==> src/rtl/cell_dispatch_scheduler.sv <==
// Shares one fixed-latency CellProcessor between several requesters. A round-robin
// arbiter issues cells, a tag pipeline tracks them, and an in-order FIFO returns results.
module cell_dispatch_scheduler #(
   parameter int CELL_W     = 72,
   parameter int PIX_W      = 8,
   parameter int OP_W       = 4,
   parameter int USER_W     = 8,
   parameter int NUM_REQ    = 2,
   parameter int LATENCY    = 4,
   parameter int FIFO_DEPTH = 8,
   localparam int ID_W      = (NUM_REQ > 1) ? $clog2(NUM_REQ) : 1
) (
   input  logic                      clk,
   input  logic                      rst,
   input  logic [NUM_REQ-1:0]        req_valid,
   output logic [NUM_REQ-1:0]        req_ready,
   input  logic [NUM_REQ*CELL_W-1:0] req_cellA,
   input  logic [NUM_REQ*CELL_W-1:0] req_cellB,
   input  logic [NUM_REQ*OP_W-1:0]   req_opcode,
   input  logic [NUM_REQ*USER_W-1:0] req_user,
   output logic [CELL_W-1:0]         core_cellA,
   output logic [CELL_W-1:0]         core_cellB,
   output logic [OP_W-1:0]           core_opcode,
   output logic [USER_W-1:0]         core_user,
   input  logic [PIX_W-1:0]          core_pixel,
   output logic                      rsp_valid,
   input  logic                      rsp_ready,
   output logic [ID_W-1:0]           rsp_id,
   output logic [PIX_W-1:0]          rsp_pixel,
   output logic                      busy
);

   localparam int AW    = $clog2(FIFO_DEPTH);
   localparam int CNT_W = AW + 1;
   localparam int IDX_W = ID_W + 1;

   logic [ID_W-1:0]   rrPtr_q, rrPtr_d;
   logic [ID_W-1:0]   grantIdx;
   logic [IDX_W-1:0]  candSum;
   logic              grantFound;
   logic              canIssue;
   logic              issue;

   logic [CELL_W-1:0] coreCellA_q, coreCellB_q;
   logic [OP_W-1:0]   coreOpcode_q;
   logic [USER_W-1:0] coreUser_q;

   logic [LATENCY-1:0] tagValid_q;
   logic [ID_W-1:0]    tagId_q [LATENCY];

   logic [PIX_W-1:0]  fifoPix_q [FIFO_DEPTH];
   logic [ID_W-1:0]   fifoId_q  [FIFO_DEPTH];
   logic [AW:0]       wrPtr_q, rdPtr_q;
   logic              fifoEmpty, fifoFull, push, pop;

   logic [CNT_W-1:0]  outstanding_q, outstanding_d;
   logic              busy_q;

   assign canIssue = outstanding_q < CNT_W'(FIFO_DEPTH);

   // Search starts at rrPtr_q; candSum is one bit wider so the wrap never overflows.
   always_comb begin
      grantFound = 1'b0;
      grantIdx   = '0;
      candSum    = '0;
      for (int k = 0; k < NUM_REQ; k++) begin
         candSum = {1'b0, rrPtr_q} + IDX_W'(k);
         if (candSum >= IDX_W'(NUM_REQ)) begin
            candSum = candSum - IDX_W'(NUM_REQ);
         end
         if (!grantFound && req_valid[candSum[ID_W-1:0]]) begin
            grantFound = 1'b1;
            grantIdx   = candSum[ID_W-1:0];
         end
      end
   end

   assign issue = grantFound & canIssue & rst;

   always_comb begin
      req_ready = '0;
      rrPtr_d   = rrPtr_q;
      if (issue) begin
         req_ready[grantIdx] = 1'b1;
         rrPtr_d = (grantIdx == ID_W'(NUM_REQ - 1)) ? '0 : grantIdx + 1'b1;
      end
   end

   always_ff @(posedge clk or negedge rst) begin
      if (!rst) begin
         rrPtr_q      <= '0;
         coreCellA_q  <= '0;
         coreCellB_q  <= '0;
         coreOpcode_q <= '0;
         coreUser_q   <= '0;
      end else begin
         rrPtr_q <= rrPtr_d;
         if (issue) begin
            coreCellA_q  <= req_cellA[int'(grantIdx)*CELL_W +: CELL_W];
            coreCellB_q  <= req_cellB[int'(grantIdx)*CELL_W +: CELL_W];
            coreOpcode_q <= req_opcode[int'(grantIdx)*OP_W +: OP_W];
            coreUser_q   <= req_user[int'(grantIdx)*USER_W +: USER_W];
         end
      end
   end

   assign core_cellA  = coreCellA_q;
   assign core_cellB  = coreCellB_q;
   assign core_opcode = coreOpcode_q;
   assign core_user   = coreUser_q;

   // Tags shift every cycle so the last stage lines up with the core's fixed latency.
   always_ff @(posedge clk or negedge rst) begin
      if (!rst) begin
         tagValid_q <= '0;
         for (int i = 0; i < LATENCY; i++) begin
            tagId_q[i] <= '0;
         end
      end else begin
         tagValid_q[0] <= issue;
         tagId_q[0]    <= grantIdx;
         for (int i = 1; i < LATENCY; i++) begin
            tagValid_q[i] <= tagValid_q[i-1];
            tagId_q[i]    <= tagId_q[i-1];
         end
      end
   end

   assign push      = tagValid_q[LATENCY-1];
   assign fifoEmpty = (wrPtr_q == rdPtr_q);
   assign fifoFull  = (wrPtr_q[AW] != rdPtr_q[AW]) && (wrPtr_q[AW-1:0] == rdPtr_q[AW-1:0]);
   assign pop       = !fifoEmpty && rsp_ready;

   always_ff @(posedge clk) begin
      if (push) begin
         fifoPix_q[wrPtr_q[AW-1:0]] <= core_pixel;
         fifoId_q[wrPtr_q[AW-1:0]]  <= tagId_q[LATENCY-1];
      end
   end

   assign outstanding_d = outstanding_q + CNT_W'(issue) - CNT_W'(pop);

   always_ff @(posedge clk or negedge rst) begin
      if (!rst) begin
         wrPtr_q       <= '0;
         rdPtr_q       <= '0;
         outstanding_q <= '0;
         busy_q        <= 1'b0;
      end else begin
         if (push) wrPtr_q <= wrPtr_q + 1'b1;
         if (pop)  rdPtr_q <= rdPtr_q + 1'b1;
         outstanding_q <= outstanding_d;
         busy_q        <= (outstanding_d != '0);
      end
   end

   assign rsp_valid = !fifoEmpty;
   assign rsp_pixel = fifoEmpty ? '0 : fifoPix_q[rdPtr_q[AW-1:0]];
   assign rsp_id    = fifoEmpty ? '0 : fifoId_q[rdPtr_q[AW-1:0]];
   assign busy      = busy_q;

   // Credits make this unreachable; a simultaneous pop frees the slot being written.
   assert property (@(posedge clk) disable iff (!rst) !(push && fifoFull && !pop));

endmodule
==> config.mk <==
export PLATFORM = sky130hd
export DESIGN_NAME = cell_dispatch_scheduler
export DESIGN_NICKNAME = d
export VERILOG_FILES = /design/src/rtl/cell_dispatch_scheduler.sv
export SDC_FILE = /design/constraint.sdc
export NUM_CORES = 1
export LEC_CHECK = 0
export ABC_AREA = 1
export CAP_MARGIN = 20
export CORE_AREA = 2 2 193 195
export DETAILED_ROUTE_END_ITERATION = 12
export DIE_AREA = 0 0 195 197
export GPL_TIMING_DRIVEN = 0
export PLACE_DENSITY = 0.72
export SLEW_MARGIN = 40
export SYNTH_ARGS = -nofsm -noshare
export SYNTH_HDL_FRONTEND = slang
export SYNTH_SLANG_ARGS = --single-unit
==> constraint.sdc <==
create_clock -name clk -period 2.25 [get_ports clk]
set_input_delay 0.45 -clock clk [delete_from_list [all_inputs] [get_ports clk]]
set_output_delay 0.45 -clock clk [all_outputs]
set_load 0.005 [all_outputs]
Yosys cells after proc, flatten, opt, wreduce, memory -nomap -nowiden
Memories as Yosys holds them, arrays and structs flattened.
Index checks and enable logic that the tools add are counted.

operators by class
  div/mod/pow operators = 0
  shifts and indexed selects = 4
  reductions and logical operators = 6
  bitwise operators = 2
  equality and inequality tests = 1
  add/subtract/negate cells = 8
  multiplexer cells = 18
  order comparisons = 7
  $mul = 1

operators by type and width
  cell                 count
  $shiftx 144x32->72   1
  $shiftx 144x9->72    1
  $shiftx 16x5->8      1
  $mux 1               15
  $add 4x1->4 const B  2
  $mux 8               1
  $shiftx 8x4->4       1
  $lt 1x2->1 const B   3
  $mul 1x4->5 const B  1
  $add 4x1->4          1
  $eq 4x4->1           1
  $lt 4x4->1 const B   1
  $reduce_bool 4->1    1
  $sub 4x1->4          1
  $logic_and 1x1->1    3
  $add 1x1->2 const B  1
  $and 1x1->1          2
  $ge 1x2->1 const B   1
  $ge 2x2->1 const B   1
  $logic_not 1->1      2
  $mux 2               1
  $sub 1x1->1 const B  2
  $add 1x1->1 const B  1
  $demux 1 s1          1
  $ge 1x1->1 const B   1

word-level totals
  memories kept = 2
  output and inout port bits = 169
  bits in latches = 0
  flip-flop bits (word level) = 178
  memory bits (read-only) = 0
  memory bits (writable) = 72
  word-level logic and storage cells = 63

memory list
  memory     words  bits a word  read ports  clocked after memory_dff  write ports  line  text
  fifoPix_q  8      8            1           0                         1            51    logic [PIX_W-1:0] fifoPix_q [FIFO_DEPTH];
  fifoId_q   8      1            1           0                         1            52    logic [ID_W-1:0] fifoId_q [FIFO_DEPTH];

Logic depth before layout (Yosys ltp)
  word-level depth = 13
  depth in mapped cells = 16
  gate-level depth less buffers = 15

Worst setup path before layout
OpenSTA, ideal clock, no wires.

  path kind = register -> register
  start = register rdPtr_q[0]
  end = register busy_q, in the netlist busy
  arrival time = 2.316 ns
  path slack = -0.194 ns
  stages on the path, launching flop included = 17
  period minus slack after synthesis = 2.444 ns
  path through = dfrtp_1 inv_2 buf_2 nand2_1 nand2_1 nor2_1 nand2_1 nand2_1 inv_1 ha_1 inv_1 ha_1 inv_1 fa_1 inv_1 nor3_1 nand3_1

on the way
  word-level cells in the longest chain between the ends = 5

RTL lines
  item                        line  text
  start: declaration          53    logic [AW:0] wrPtr_q, rdPtr_q;
  start signal: assignment    151   if (pop) rdPtr_q <= rdPtr_q + 1'b1;
  $eq 4x4->1                  130   assign fifoEmpty = (wrPtr_q == rdPtr_q);
  $logic_not 1->1             132   assign pop = !fifoEmpty && rsp_ready;
  $logic_and 1x1->1           132
  named net pop               54    logic fifoEmpty, fifoFull, push, pop;
  $sub 4x1->4                 141   assign outstanding_d = outstanding_q + CNT_W'(issue) - CNT_W'(pop);
  named net outstanding_d[1]  56    logic [CNT_W-1:0] outstanding_q, outstanding_d;
  $reduce_bool 4->1           153   busy_q <= (outstanding_d != '0);
  end signal: assignment      153
  end: declaration            57    logic busy_q;

The timed path passes the listed nets, and every way through them passes these cells.
A chain may end at the register's enable or synchronous reset.

Worst setup path after layout
  start = register rdPtr_q[0]
  end = output port rsp_pixel[3]

on the way
  word-level cells in the longest chain between the ends = 2
  elaborated cells between the ends (all ways) = 3
  classes of those cells = 1 x eq/ne; 1 x mux; 1 x memory

RTL lines
  item                                              line  text
  $mem_v2 8x8 / $eq 4x4->1 (equally long branches)  --
  $mux 8 (*)                                        158   assign rsp_pixel = fifoEmpty ? '0 : fifoPix_q[rdPtr_q[AW-1:0]];
  end: declaration                                  29    output logic [PIX_W-1:0] rsp_pixel,

Every way passes the cells marked *; elsewhere a longest branch is shown, timed or not.

==> impl_metrics.env <==
export IMPL_clock_path_buffers=3
export IMPL_wl_mm=43.2
export IMPL_yosys_warnings=0
export IMPL_gp_congestion=0.874
export IMPL_start_kind="register"
export IMPL_antenna_found_initial=5
export IMPL_layout_commonest_cell="nand2_1"
export IMPL_synth_async_reset_ratio_pct=71.2
export IMPL_postRouteAntennaNets=0
export IMPL_path_cells="inv_2, buf_6, nand2_2, nand2_2, nor2_2, nand2_2, buf_4, buf_6, buf_6, nand2_1, nor2_1, buf_2"
export IMPL_overflow=0
export IMPL_place_ws_ps=-813
export IMPL_post_route_period_util_pct=111
export IMPL_drc=0
export IMPL_powerDensity_nw_per_um2=1250
export IMPL_cpPeakStageDelay_ps=390
export IMPL_tns_ps=-1960
export IMPL_violations="negative setup slack"
export IMPL_min_period_ps=2490
export IMPL_peakVddDrop_v=0.000687
export IMPL_layout_setup_ws_ps=-240
export IMPL_hpwl_mm=32.5
export IMPL_cts_tree="yes"
export IMPL_cp_slowest_cell="dfrtp_1"
export IMPL_worstPathArrival_ps=2040
export IMPL_wire_per_inst_um=19.0
export IMPL_syn2layout_area_growth_pct=66.1
export IMPL_grtUsageTotal_pct=21.7
export IMPL_fin_util_pct=49.1
export IMPL_leakage_nw=7.83
export IMPL_numPortBuffers=493
export IMPL_vias=10566
export IMPL_synth_edf_count=72
export IMPL_grt_pass1_vias=10838
export IMPL_fin_worst_skew_ps=21.1
export IMPL_final_cell_mix="561 x nand2_1, 478 x clkdlybuf4s50_1, 181 x nand3_1"
export IMPL_cts_buffers=29
export IMPL_grt_pass1_wl_mm=63.0
export IMPL_cpLargestDelayFamily="buffers and inverters"
export IMPL_ioPinCount=494
export IMPL_ys_seq_elements=250
export IMPL_drt_iter0_drc=487
export IMPL_rows=70
export IMPL_ys_types=22
export IMPL_finalNonFillerCells=2270
export IMPL_place_inst=2177
export IMPL_die_area_sq_um=38400
export IMPL_grt_max_degree=72
export IMPL_hold_class="in2reg"
export IMPL_start_util_pct=29.6
export IMPL_final_net_count=2106
export IMPL_drv_cap=0
export IMPL_syn_cell_area_sq_um=10700
export IMPL_syn_mean_instance_area_sq_um=8.83
export IMPL_core_sq_um=36300
export IMPL_hp_start="req_valid[1]"
export IMPL_clockRootBuffer="clkbuf_16"
export IMPL_setup_viol=12
export IMPL_drt_pass1_iterations=5
export IMPL_die_y_um=197
export IMPL_viasPerCell=4.65
export IMPL_status="finished with violations"
export IMPL_setup_worst_path_class="reg2out"
export IMPL_htree_num_levels=1
export IMPL_fmax_mhz=402
export IMPL_required_ps=1800
export IMPL_netlist_instances=1214
export IMPL_hold_viol_final=0
export IMPL_syn_nets=1546
export IMPL_clkLatencyLatePin_ps=580
export IMPL_crit_buf_inv=6
export IMPL_clkSlewWorstSetupHoldPaths_ps=60
export IMPL_slew_viol_final=0
export IMPL_synth_main_ff_cell="dfrtp_1"
export IMPL_yosysSeqAreaShare_pct=61.7
export IMPL_worstPathMaxFanout=4
export IMPL_rsz0062_at_grt="true"
export IMPL_startpoint="rdPtr_q[0]"
export IMPL_clkSinkCount=250
export IMPL_dieWidth_um=195
export IMPL_end_kind="primary output"
export IMPL_max_slew_margin_rel_pct=54.7
export IMPL_layout_drive_gt1_share_pct=11.1
export IMPL_worstMarginPinSlew_ps=679
export IMPL_r2r_start="rdPtr_q[0]"
## state kept, by name, summed over array words and instances (netlist names)
signal and cells:
fifoPix_q 64, tagValid_q 4, wrPtr_q 4, core_cellB 72, busy 1, core_cellA 72
outstanding_q 4, tagId_q 4, fifoId_q 8, rdPtr_q 4, core_user 8, rrPtr_q 1
core_opcode 4
## cell families (layout without fill, tap and decap cells)
logic type                 count (synthesis)  count (layout)  synth area share (%)
buffers and inverters                    103             686                  4.62
adders and majority gates                  7               7                 0.887
xor gates and xnor gates                   7               7                 0.572
AOI/OAI and AO/OA                         22              22                  1.05
DFF                                      250             250                  61.7
and+or+nand+nor                          825             825                  31.1
other                                      0               5                     0
## synthesized netlist by cell type (2+ instances only)
cell | count | area share, %
edfxtp_1 | 72 | 20
xnor2_1 | 2 | 0.16
nand3_1 | 182 | 8.5
inv_2 | 3 | 0.11
buf_1 | 3 | 0.11
xor2_1 | 5 | 0.41
a21oi_1 | 2 | 0.093
clkbuf_1 | 9 | 0.32
nand2_1 | 573 | 20
buf_2 | 36 | 1.7
buf_4 | 17 | 1.2
inv_1 | 35 | 1.2
dfrtp_1 | 178 | 42
nor2_1 | 66 | 2.3
ha_1 | 6 | 0.70
o21ai_0 | 19 | 0.89
## metrics by stage
| step | total power (W) | hold WS, ps | cell area [sq um] |
|---|---|---|---|
| 2_1_floorplan | 0.0108 | 154 | 10700 |
| 3_3_place_gp | 0.0164 | 334 | 16300 |
| 3_5_place_dp | 0.0165 | 336 | 16300 |
| 4_1_cts | 0.0223 | 286 | 17700 |
| 5_1_grt | 0.0236 | 314 | 17800 |
| 6_report | 0.0223 | 325 | 17800 |
## repair_timing
item | in CTS | in global routing
buffers inserted | 27 | 6
pin swaps | 20 | 4
endpoints found under the setup margin | 15 | 14
hold buffers | 2 | 0
hold endpoints to repair | 42 | 0
gates resized for setup | 113 | 9
## tightest hold or removal path, cell delays in order
cell and delay, ps:
dlygate4sd2_1 230, nand2_2 90, inv_2 80
## worst paths after layout
| path | endpoint | slack [ps] | cells past startpoint |
|---|---|---|---|
| hold reg to reg | tagValid_q[1] | 350 | 0 |
| setup reg to reg | busy | -220 | 17 |
| min in group asynchronous | core_cellB[58] | 800 | 3 |
| setup / recovery | rsp_pixel[3] | -240 | 12 |
| hold / removal | tagId_q[3] | 320 | 3 |
| max in group asynchronous | core_cellB[10] | 1050 | 3 |
## power by group
| group | internal (W) | switching, W | leakage, nW | total [W] |
|---|---|---|---|---|
| combinational | 0.00525 | 0.00456 | 4.50 | 0.00980 |
| clock | 0.00305 | 0.00198 | 0.490 | 0.00503 |
| sequential | 0.00640 | 0.00106 | 2.85 | 0.00746 |
## routing by layer
metal  GRT usage, %  wire length (um)  part of all wire, %  vias up
li1               -                 -                    -     4999
met1           23.2             15500                   36     5043
met2           38.4             22100                   51      435
met3           6.74              3600                  8.3       89
met4           11.2              2030                  4.7        0
met5              0                 0                    0        -
## final cells by class
| type | instances | area (sq um) |
|---|---|---|
| Fill cell | 3327 | 18500 |
| Timing Repair Buffer | 530 | 5250 |
| Clock inverter | 16 | 225 |
| Inverter | 38 | 145 |
| Tap cell | 468 | 586 |
| Sequential cell | 250 | 6620 |
| Buffer | 64 | 444 |
| Multi-Input combinational cell | 861 | 3740 |
| Antenna cell | 5 | 12.5 |
| Clock buffer | 38 | 790 |
Note: power is estimated with default switching activity, not from simulation.
